$ cat src/rtl/digi_ota_cal_ctrl.sv
// Successive-approximation offset-trim controller for a digital-output OTA.
// Six-bit binary search, MSB first, with a programmable settle time per trim step.
module digi_ota_cal_ctrl (
    input  logic       clk,
    input  logic       rst,
    input  logic       start,
    input  logic       abort,
    input  logic [3:0] settle_cfg,
    input  logic       cmp_in,
    output logic [5:0] trim,
    output logic       cal_mode,
    output logic       busy,
    output logic       done,
    output logic       trim_valid
);

    typedef enum logic [1:0] {IDLE, SETTLE, SAMPLE, DONE} state_t;

    localparam logic [5:0] TRIM_MID = 6'b100000;

    state_t     state;
    logic [3:0] s_reg;
    logic [3:0] cnt;
    logic [2:0] idx;
    logic       sync1;
    logic       cmp_s;
    logic [5:0] trim_smp;

    always_ff @(posedge clk or posedge rst) begin
        if (rst) begin
            sync1 <= 1'b0;
            cmp_s <= 1'b0;
        end else begin
            sync1 <= cmp_in;
            cmp_s <= sync1;
        end
    end

    // Resolve the current bit from the comparator, then tentatively set the next lower bit.
    always_comb begin
        trim_smp = trim;
        if (cmp_s)
            trim_smp[idx] = 1'b0;
        if (idx != 3'd0)
            trim_smp[idx - 3'd1] = 1'b1;
    end

    always_ff @(posedge clk or posedge rst) begin
        if (rst) begin
            state      <= IDLE;
            s_reg      <= '0;
            cnt        <= '0;
            idx        <= 3'd5;
            trim       <= TRIM_MID;
            busy       <= 1'b0;
            cal_mode   <= 1'b0;
            done       <= 1'b0;
            trim_valid <= 1'b0;
        end else begin
            done <= 1'b0;
            case (state)
                IDLE: begin
                    if (abort) begin
                        trim       <= TRIM_MID;
                        trim_valid <= 1'b0;
                    end else if (start) begin
                        s_reg      <= settle_cfg;
                        cnt        <= settle_cfg;
                        idx        <= 3'd5;
                        trim       <= TRIM_MID;
                        trim_valid <= 1'b0;
                        busy       <= 1'b1;
                        cal_mode   <= 1'b1;
                        state      <= SETTLE;
                    end
                end
                SETTLE, SAMPLE: begin
                    if (abort) begin
                        state      <= IDLE;
                        trim       <= TRIM_MID;
                        trim_valid <= 1'b0;
                        busy       <= 1'b0;
                        cal_mode   <= 1'b0;
                        idx        <= 3'd5;
                        cnt        <= '0;
                    end else if (state == SETTLE) begin
                        if (cnt == 4'd0)
                            state <= SAMPLE;
                        else
                            cnt <= cnt - 4'd1;
                    end else begin
                        trim <= trim_smp;
                        if (idx == 3'd0) begin
                            state    <= DONE;
                            busy     <= 1'b0;
                            cal_mode <= 1'b0;
                        end else begin
                            idx   <= idx - 3'd1;
                            cnt   <= s_reg;
                            state <= SETTLE;
                        end
                    end
                end
                DONE: begin
                    done       <= 1'b1;
                    trim_valid <= 1'b1;
                    state      <= IDLE;
                end
                default: state <= IDLE;
            endcase
        end
    end

endmodule
$ cat config.mk
export PLATFORM = sky130hd
export DESIGN_NAME = digi_ota_cal_ctrl
export DESIGN_NICKNAME = d
export VERILOG_FILES = /design/src/rtl/digi_ota_cal_ctrl.sv
export SDC_FILE = /design/constraint.sdc
export NUM_CORES = 1
export LEC_CHECK = 0
export CORE_ASPECT_RATIO = 0.75
export CORE_MARGIN = 2
export CORE_UTILIZATION = 43
export DETAILED_ROUTE_END_ITERATION = 12
export GPL_TIMING_DRIVEN = 0
export PLACE_DENSITY = 0.76
export SLEW_MARGIN = 20
export SYNTH_ARGS = -nofsm -noshare
export SYNTH_HDL_FRONTEND = slang
export SYNTH_SLANG_ARGS = --single-unit
$ cat constraint.sdc
create_clock -name clk -period 3.3 [get_ports clk]
set_input_delay 0.33 -clock clk [delete_from_list [all_inputs] [get_ports clk]]
set_output_delay 0.33 -clock clk [all_outputs]
set_load 0.005 [all_outputs]
==> flow_summary.json <==
{
  "post_cts_resize_count": 0,
  "grt_util_met2": 0.266,
  "postSynthCellCount": 143,
  "diodes": 0,
  "grt_pass1_wl_mm": 5.03,
  "avgRoutedWirePerCell_um": 14.2,
  "slew_headroom": 0.413,
  "setup_viol": 0,
  "initialDrtViolationCount": 62,
  "via_per_inst": 5.68,
  "cts_root_buf": "clkbuf_8",
  "cts.sinks": 24,
  "core_area_um2": 3240,
  "crit_chain": "clkbuf_1 > clkinv_1 > ha_1 > nor3b_1 > o21ai_2 > nand2_1 > mux2_2",
  "netlist_area_um2": 1440,
  "crit_path_end_kind": "flip-flop",
  "status": "complete, no violations",
  "critPathLaunchType": "flip-flop",
  "area.growth.synth_to_final_pct": 19.9,
  "setup-tns-final_ns": 0,
  "cap_viol_max_count": 0,
  "routabilityCongestion": 0.819,
  "crit_fanout": 9,
  "slowest_stage": "dfstp_2",
  "fin_skew_ns": 0.00704,
  "grt_max_degree": 25,
  "grt_usage": 0.169,
  "leakagePower_nw": 0.730,
  "grt.overflow.total": 0,
  "wl_mm": 2.92,
  "cts_tree": "built",
  "antenna_found_initial": 0,
  "layout-drive-gt1-share": 0.152,
  "peakVddDrop_mv": 0.428,
  "holdBufCountCts": 0,
  "grt_pass1_vias": 1073,
  "grt.met1_usage": 0.240,
  "path_clk_slew_ns": 0.09,
  "n_fill_cell": 283,
  "synth-seq-cells": 24,
  "num_io_pins": 19,
  "postRouteAntennaNets": 0,
  "clockBufferDepth": 2,
  "vias": 1164,
  "drc_errors": 0,
  "die_x_um": 70.7,
  "hold_class": "reg2reg",
  "synth-main-ff-cell": "dfrtp_1",
  "synth_nets": 160,
  "final-max-slew-violation-count": 0,
  "cp_data_required_time_ns": 3.46,
  "htree_levels": 1,
  "p_per_area_nw_per_um2": 922,
  "holdWs_ns": 0.361,
  "firstDrtPassIters": 4,
  "die_h_um": 54.0,
  "rows": 18,
  "worst_pin_slew_ns": 0.880,
  "cts_setup_buffers": 0,
  "fin_util": 0.530,
  "ys_seq_area_frac": 0.421,
  "gr-max-usage-layer": "met2",
  "place_hpwl_mm": 2.19,
  "synth_area_per_cell_um2": 10.0,
  "port_buffers": 18,
  "rsz0062_at_grt": "no",
  "arrival_ns": 2.62,
  "async_flop_share": 1.00,
  "finalHoldViolations": 0,
  "final_nets": 183,
  "slowest_delay_ns": 0.53,
  "die_area_um2": 3820,
  "grt_util_met3": 0.0375,
  "clock_latency_ns": 0.27,
  "worstSetupPathType": "reg2reg",
  "synth.distinct_cells": 51,
  "fin_crit_ns": 2.47,
  "fmax_mhz": 406,
  "cts_buffers": 3,
  "ys_warn_count": 0,
  "largest_register_ffs": 6,
  "period_share": 0.747,
  "start_util": 0.443,
  "synth_edf_count": 0
}
-- area by class of cell --
class	instances	area, µm²	share of cell area
Multi-Input combinational cell	102	762	0.443
Sequential cell	24	604	0.351
Timing Repair Buffer	18	180	0.105
Clock buffer	4	55.1	0.0320
Tap cell	40	50.0	0.0291
Inverter	12	45.0	0.0262
Buffer	5	23.8	0.0138
-- through the flow --
stage	instances	cell area (µm²)	total power [mW]	worst slack (ns)
6_report	205	1720	1.59	0.834
5_1_grt	205	1720	1.73	0.645
4_1_cts	205	1720	1.59	0.871
3_5_place_dp	201	1670	1.38	0.885
3_3_place_gp	201	1670	1.35	0.931
2_1_floorplan	143	1440	1.14	1.22
-- cell usage after synthesis (all sizes together) (2+ instances only) --
library cell,count,area share
nand2b,4,0.024
and4bb,2,0.017
a21oi,13,0.048
nand2,6,0.016
nand3,2,0.0070
a22o,5,0.031
clkbuf,3,0.0078
ha,8,0.070
or3,2,0.0087
buf,2,0.0087
nor2,6,0.016
inv,11,0.029
a32o,3,0.021
a31oi,3,0.013
a211oi,2,0.010
o21ai,10,0.037
dfstp,3,0.055
nand3b,2,0.010
a41oi,2,0.012
nand4,4,0.017
mux2,6,0.047
dfrtp,21,0.37
nor3b,3,0.019
-- kinds of logic (layout without fill, tap and decap cells) --
family                     after synthesis  in the layout  share of synthesized area
DFF                                     24             24                      0.421
xor gates and xnor gates                 1              1                    0.00610
AOI/OAI and AO/OA                       47             47                      0.224
and+or+nand+nor                         39             39                      0.177
buffers and inverters                   17             39                     0.0479
muxes                                    7              7                     0.0541
adders and majority gates                8              8                     0.0697
-- final timing paths --
kind                                          from                   to  slack [ns]  cells after the start
worst max-delay path            idx[0]$_DFFE_PP1P_   cnt[1]$_DFFE_PP0P_        0.83                      7
worst min-delay path               sync1$_DFF_PP0_      cmp_s$_DFF_PP0_        0.36                      0
worst max register to register  idx[0]$_DFFE_PP1P_   cnt[1]$_DFFE_PP0P_        0.83                      7
worst min register to register     sync1$_DFF_PP0_      cmp_s$_DFF_PP0_        0.36                      0
max in group asynchronous                      rst   cnt[1]$_DFFE_PP0P_        2.22                      2
min in group asynchronous                      rst  trim[1]$_DFFE_PP0P_        0.53                      2
-- placed cells by master, fill, tap and decap left out, drive strengths merged, types with 2 or more instances in the layout --
master / instances
dfrtp: 21
clkdlybuf4s50: 18
a21oi: 13
inv: 11
o21ai: 10
ha: 8
clkbuf: 7
nand2: 6
nor2: 6
mux2: 6
a22o: 5
nand4: 4
nand2b: 4
a32o: 3
a31oi: 3
dfstp: 3
nor3b: 3
or3: 2
nand3: 2
a211oi: 2
a41oi: 2
nand3b: 2
buf: 2
and4bb: 2
-- critical path: cells and delay by family (launching register included) --
family                   cells  cell delay [ns]
AO/OA/AOI/OAI                1             0.26
adder cells (fa/ha/maj)      1             0.34
buffers and inverters        2             0.62
flip-flops                   1             0.53
multiplexers                 1             0.30
AND/OR/NAND/NOR              2             0.30
-- metal layers --
metal,wire length (µm),vias to the layer above
li1,-,576
met1,1370,550
met2,1360,35
met3,175,3
met4,15,0
met5,0,-
-- power breakdown --
part / total, mW / switching (mW) / internal [mW]
registers: 0.486 / 0.0772 / 0.409
logic: 0.897 / 0.483 / 0.415
clock network: 0.203 / 0.0961 / 0.107
total: 1.59 / 0.656 / 0.930
Note: power is estimated with default switching activity, not from simulation.
